### src/rtl/cache_ahb_mem_bridge.sv
// cache_ahb_mem_bridge: AHB-Lite slave bridging the cache backing-store path to a ready/strobe memory port.
// Latency: reads start combinationally in the address phase (zero-wait when memory is ready); writes issue in the data phase.
// Backpressure: HREADYOUT follows i_mem_ready while a command is outstanding; strobes are held until i_mem_ready.
// Optional build macro CACHE_AHB_ERR_CHECK_EN: misaligned or over-wide transfers get a two-cycle ERROR response.
module cache_ahb_mem_bridge #(
  parameter  int DATA_W     = 32,
  parameter  int ADDR_W     = 32,
  localparam int BE_W       = DATA_W / 8,
  localparam int MEM_ADDR_W = ADDR_W - $clog2(DATA_W / 8)
) (
  input  logic                  i_hclk,
  input  logic                  i_hnreset,
  input  logic                  i_hsel,
  input  logic [ADDR_W-1:0]     i_haddr,
  input  logic                  i_hwrite,
  input  logic [2:0]            i_hsize,
  input  logic [2:0]            i_hburst,
  input  logic [3:0]            i_hprot,
  input  logic [1:0]            i_htrans,
  input  logic                  i_hready,
  input  logic [DATA_W-1:0]     i_hwdata,
  output logic                  o_hready,
  output logic                  o_hresp,
  output logic [DATA_W-1:0]     o_hrdata,
  output logic [3:0]            o_hprot,
  input  logic                  i_mem_ready,
  input  logic [DATA_W-1:0]     i_mem_rdata,
  output logic [MEM_ADDR_W-1:0] o_mem_addr,
  output logic                  o_mem_rd,
  output logic                  o_mem_wr,
  output logic [BE_W-1:0]       o_mem_be,
  output logic [DATA_W-1:0]     o_mem_wdata
);

  localparam int OFF_W = $clog2(BE_W);
  localparam int PW    = 2 * BE_W;

  typedef enum logic [2:0] {
    S_IDLE,
    S_READ,
    S_WRITE
`ifdef CACHE_AHB_ERR_CHECK_EN
    ,
    S_ERR1,
    S_ERR2
`endif
  } state_t;

  state_t              r_state;
  logic [ADDR_W-1:0]   r_addr;
  logic [2:0]          r_size;
  logic [3:0]          r_hprot;

  logic                w_request;
  logic                w_accept;
  logic                w_hready;
  logic                w_addr_ph;
  logic                w_start_rd;
  logic                w_err;
  state_t              w_acc_state;
  logic                w_unused;

  // Byte lanes touched by a transfer of size s at lane offset off; oversize covers the whole bus.
  function automatic logic [BE_W-1:0] f_be(input logic [2:0] s, input logic [OFF_W-1:0] off);
    logic [PW-1:0] m;
    m = '1;
    if (s <= 3'(OFF_W)) begin
      m = (PW'(1) << (1 << s)) - PW'(1);
      m = m << off;
    end
    return m[BE_W-1:0];
  endfunction

  // Burst type and the SEQ/NONSEQ distinction do not change how a beat is handled.
  assign w_unused = ^{i_hburst, i_htrans[0]};

  // Requests are ignored while reset is asserted so every output holds its reset value.
  assign w_request  = i_hsel & i_htrans[1] & i_hready & i_hnreset;
  assign w_accept   = w_request & w_hready;
  assign w_addr_ph  = (r_state == S_IDLE) & w_request;
  assign w_start_rd = w_addr_ph & ~i_hwrite & ~w_err;

`ifdef CACHE_AHB_ERR_CHECK_EN
  logic [OFF_W-1:0] w_align_mask;
  assign w_align_mask = OFF_W'((32'd1 << i_hsize) - 32'd1);
  assign w_err = (i_hsize > 3'(OFF_W)) | ((i_haddr[OFF_W-1:0] & w_align_mask) != '0);
  assign o_hresp = (r_state == S_ERR1) | (r_state == S_ERR2);
`else
  assign w_err   = 1'b0;
  assign o_hresp = 1'b0;
`endif

  // HREADYOUT: free when idle, follows memory completion while a command is outstanding.
  always_comb begin
    w_hready = 1'b1;
    case (r_state)
      S_READ, S_WRITE: w_hready = i_mem_ready;
`ifdef CACHE_AHB_ERR_CHECK_EN
      S_ERR1:          w_hready = 1'b0;
`endif
      default:         w_hready = 1'b1;
    endcase
  end

  // Destination state for a transfer accepted this cycle.
  always_comb begin
    w_acc_state = i_hwrite ? S_WRITE : S_READ;
`ifdef CACHE_AHB_ERR_CHECK_EN
    if (w_err) begin
      w_acc_state = S_ERR1;
    end
`endif
  end

  // Transfer FSM: latch the address phase on accept, fall back to idle once the data phase completes.
  always_ff @(posedge i_hclk or negedge i_hnreset) begin
    if (!i_hnreset) begin
      r_state <= S_IDLE;
      r_addr  <= '0;
      r_size  <= '0;
      r_hprot <= '0;
    end else if (w_accept) begin
      r_state <= w_acc_state;
      r_addr  <= i_haddr;
      r_size  <= i_hsize;
      r_hprot <= i_hprot;
`ifdef CACHE_AHB_ERR_CHECK_EN
    end else if (r_state == S_ERR1) begin
      r_state <= S_ERR2;
`endif
    end else if (w_hready) begin
      r_state <= S_IDLE;
    end
  end

  // Memory command: reads may start from the live address phase, everything else uses latched fields.
  assign o_mem_rd    = (r_state == S_READ) | w_start_rd;
  assign o_mem_wr    = (r_state == S_WRITE);
  assign o_mem_addr  = w_addr_ph ? i_haddr[ADDR_W-1:OFF_W] : r_addr[ADDR_W-1:OFF_W];
  assign o_mem_be    = o_mem_wr ? f_be(r_size, r_addr[OFF_W-1:0]) : (o_mem_rd ? '1 : '0);
  assign o_mem_wdata = o_mem_wr ? i_hwdata : '0;

  // Bus response side.
  assign o_hready = w_hready;
  assign o_hrdata = ((r_state == S_READ) & i_mem_ready) ? i_mem_rdata : '0;
  assign o_hprot  = w_addr_ph ? i_hprot : r_hprot;

endmodule

### config.mk
export PLATFORM = sky130hd
export DESIGN_NAME = cache_ahb_mem_bridge
export DESIGN_NICKNAME = d
export VERILOG_FILES = /design/src/rtl/cache_ahb_mem_bridge.sv
export SDC_FILE = /design/constraint.sdc
export NUM_CORES = 1
export LEC_CHECK = 0
export CORE_UTILIZATION = 36
export DETAILED_ROUTE_END_ITERATION = 10
export PLACE_DENSITY_LB_ADDON = 0.1
export SYNTH_ARGS = -nofsm -noshare
export SYNTH_HDL_FRONTEND = slang
export SYNTH_SLANG_ARGS = --single-unit
### constraint.sdc
create_clock -name i_hclk -period 4.8 [get_ports i_hclk]
set_input_delay 0.96 -clock i_hclk [delete_from_list [all_inputs] [get_ports i_hclk]]
set_output_delay 0.96 -clock i_hclk [all_outputs]
set_load 0.02 [all_outputs]
==> implementation parameters <==
Parameter                              Value

Floorplan
  Effective utilization at floorplan ... 37.53%
  Die Area ... 7996 µm²
  Total number of placement rows ... 31
  X dimension of the die ... 89.42 µm
  Number of primary I/O pins ... 220
  Height of the chip ... 89.42 µm
  Area of the core region ... 7331 µm²

Critical path
  Arr. time, crit path ... 3020 ps
  Critical path cell sequence ... clkdlybuf4s50_1 > and4_1 > nand2_2 > buf_12 > mux2_1 > clkdlybuf4s50_1
  Critical path startpoint category ... input pin
  R2R setup slack ... 2690 ps
  CP endpoint kind ... primary output
  CP peak stage delay ... 540 ps
  Critical-path cell with the highest stage delay ... sky130_fd_sc_hd__clkdlybuf4s50_1
  Critical Path Fanout Max ... 23
  Worst reg2reg path depth ... 6
  Worst R2R Start ... r_state[0]
  Worst Path Class, Setup ... input pin to primary output
  Cell repeated most along the worst path ... sky130_fd_sc_hd__clkdlybuf4s50_1
  WP data required ... 3840 ps
  End of the worst register-to-register path ... r_hprot[2]

CTS
  CTS Hold Bufs ... 0
  H-Tree Level Count ... 2
  Post-cts gate resize count ... 0
  CTS tree ... built
  Buffers from clock root to sink, at most ... 2
  Clock Pin Slew Worst Setup and Hold Paths ... 80 ps
  Clock root buffer ... sky130_fd_sc_hd__clkbuf_8
  Clock sinks ... 41
  Buffer count from post-CTS setup fixing ... 0
  Clk_lat worst skew ... 280 ps
  Total CTS buffers ... 5

Run status
  Status ... completed

Global route
  All-Layer GR Usage ... 19.77%
  Wire length of the first global-routing pass ... 11.81 mm
  Total gr overflow ... 0
  Antenna violations before repair ... 0
  Largest net degree at the start of global routing ... 42
  Vias in the first global route ... 2,233

Synthesis
  Count leader, synth ... sky130_fd_sc_hd__dfrtp_1
  Synth async-reset ratio ... 100.0%
  Synthesized area ... 2751 µm²
  Average footprint of a synthesized cell ... 12.12 µm²
  Unique cell type count in the Yosys netlist ... 33
  Post-synthesis net count ... 344
  Synth area leader ... sky130_fd_sc_hd__dfrtp_1
  Number of cells produced by synthesis ... 227
  Synthesis warning total ... 0
  Number of synthesized flops with an enable pin ... 0
  Post-synthesis sequential area ratio ... 37.29%
  Commonest cells in the netlist ... sky130_fd_sc_hd__dfrtp_1 (41), sky130_fd_sc_hd__mux2_4 (38), sky130_fd_sc_hd__and2_1 (32), sky130_fd_sc_hd__and3_1 (32), sky130_fd_sc_hd__mux2_2 (28)
  FF+latch count, synth ... 41
  Synth top area share ... 37.29%
  Ranking of synthesized cells by area ... sky130_fd_sc_hd__dfrtp_1 (37%), sky130_fd_sc_hd__mux2_4 (21%), sky130_fd_sc_hd__mux2_2 (11%), sky130_fd_sc_hd__and2_1 (7.3%), sky130_fd_sc_hd__and3_1 (7.3%)
  Main synth FF type ... sky130_fd_sc_hd__dfrtp_1

Placement
  Total of buffers placed on input and output ports ... 214
  Last weighted congestion value of the routability-driven placer ... 0.8085
  Cell Area, Placed ... 4905 µm²
  HPWL after DPL ... 6.639 mm
  Place WS ... 799.4 ps

STA
  Number of max-slew violations in the final report ... 0
  Final min period ... 3976 ps
  Final period util ... 82.83%
  RSZ-0062 raised after global routing ... no
  Slew at the pin with the worst max-slew slack ... 897.8 ps
  Worst slew margin ... 39.96%
  Sum of negative setup slack ... 0 ps
  Clock skew after layout ... 4.938 ps
  Final-report hold violation count ... 0
  Final setup violation count ... 0
  Smallest setup slack after layout ... 824.2 ps
  Timing-limited maximum frequency ... 0.2515 GHz

Finish
  Fraction of final layout cells with drive strength greater than 1 ... 18.66%
  Final-stage net count ... 550
  Area growth syn-to-layout ... 81.26%
  Finished Core Util ... 68.03%
  Area of all placed cells without fillers ... 4987 µm²
  Number of inserted filler cells in the final layout ... 590
  ANT cells ... 0

Min path
  Path class of the lowest-slack min-delay path ... flip-flop to flip-flop
  Hold Path Depth ... 1
  Startpoint of the worst hold path ... r_hprot[2]
  Worst min-delay path endpoint ... r_hprot[2]

Routing
  Ratio of routed vias to standard cells ... 4.582
  Iter 0 DRT Violations ... 71
  DRC violations left ... 0
  Detailed-route wire length ... 8.573 mm
  First-pass DRT Iterations ... 4
  Avg WL per Cell ... 16.08 µm
  Number of nets still failing antenna checks after routing ... 0
  Overall via count from detail_route ... 2,442

Pwr
  Pleak ... 2.151 nW
  Power, Total ... 1.239 mW
  Power per cell area ... 248.4 nW/µm²
  Worst IR drop on VDD ... 0.0001909 V

Run
  Maximum capacitance violations ... 0
[layout by cell type (no fill, tap or decap), drive strengths merged]
cell           Yosys  final
clkdlybuf4s50      0    213
mux2              73     73
dfrtp             41     41
and2              33     33
and3              32     32
clkbuf             9      6
nor2               4      4
inv                4      4
buf                9      4
ha                 3      3
a21boi             2      2
o21a               2      2
a22o               2      2
clkinv             0      2
nor2b              2      2
and4               1      1
nand2              1      1
o21bai             1      1
a21oi              1      1
nand2b             1      1
a21o               1      1
a311o              1      1
o31a               1      1
nor3               1      1
o21ai              1      1
conb               1      1
[registers in the layout, indices dropped and copies added (netlist names)]
signal and flops:
r_state 2, r_hprot 4, r_addr 32, r_size 3
[logic make-up (layout without fill, tap and decap cells)]
| family | after synthesis | count (layout) | synth area share (%) |
|---|---|---|---|
| buf+inv | 22 | 229 | 5.729 |
| compound gates | 12 | 12 | 3.319 |
| other cells | 1 | 1 | 0.1363 |
| fa+ha+maj | 3 | 3 | 1.364 |
| flops | 41 | 41 | 37.29 |
| mux | 73 | 73 | 35.06 |
| simple gates | 75 | 75 | 17.10 |
[worst max path at each step]
stage,startpoint,end
2_1_floorplan,i_hnreset,o_mem_addr[1]
3_3_place_gp,i_hready,o_mem_addr[6]
3_5_place_dp,i_hsel,o_mem_addr[15]
4_1_cts,i_hsel,o_mem_addr[6]
5_1_grt,i_hsel,o_mem_addr[6]
6_report,i_hsel,o_mem_addr[6]
[metrics by stage]
stage,instances,hold WS (ps)
2_1_floorplan,227,452.2
3_3_place_gp,525,464.9
3_5_place_dp,525,472.9
4_1_cts,533,491.5
5_1_grt,533,513.0
6_report,533,489.8
[critical path, delay by kind of cell]
family	cells	cell delay, ps
simple gates	2	490
mux	1	320
buf+inv	3	1230
[layout make-up]
type,instances,area [µm²],share of cell area (%)
multi-input cells,164,1568,31.43
repair buffers,217,2172,43.55
flip-flops and latches,41,1026,20.57
clock buffers,6,72.57,1.455
inverters,4,15.01,0.3011
clock inverters,2,10.01,0.2007
well taps,99,123.9,2.484
[layer usage]
metal	up-vias	part of all wire (%)	GRT usage (%)
met5	-	0	0
met1	1137	41	24.97
met3	2	7.1	4.432
met2	99	52	34.98
met4	0	0.16	3.463
li1	1204	-	-
[where the power goes]
group	internal, mW	switching [mW]	leakage [nW]
registers	0.420	0.0460	0.496
logic	0.351	0.203	1.61
clock network	0.101	0.118	0.0450
total	0.872	0.367	2.15
Power figures use the tool's default switching activity.
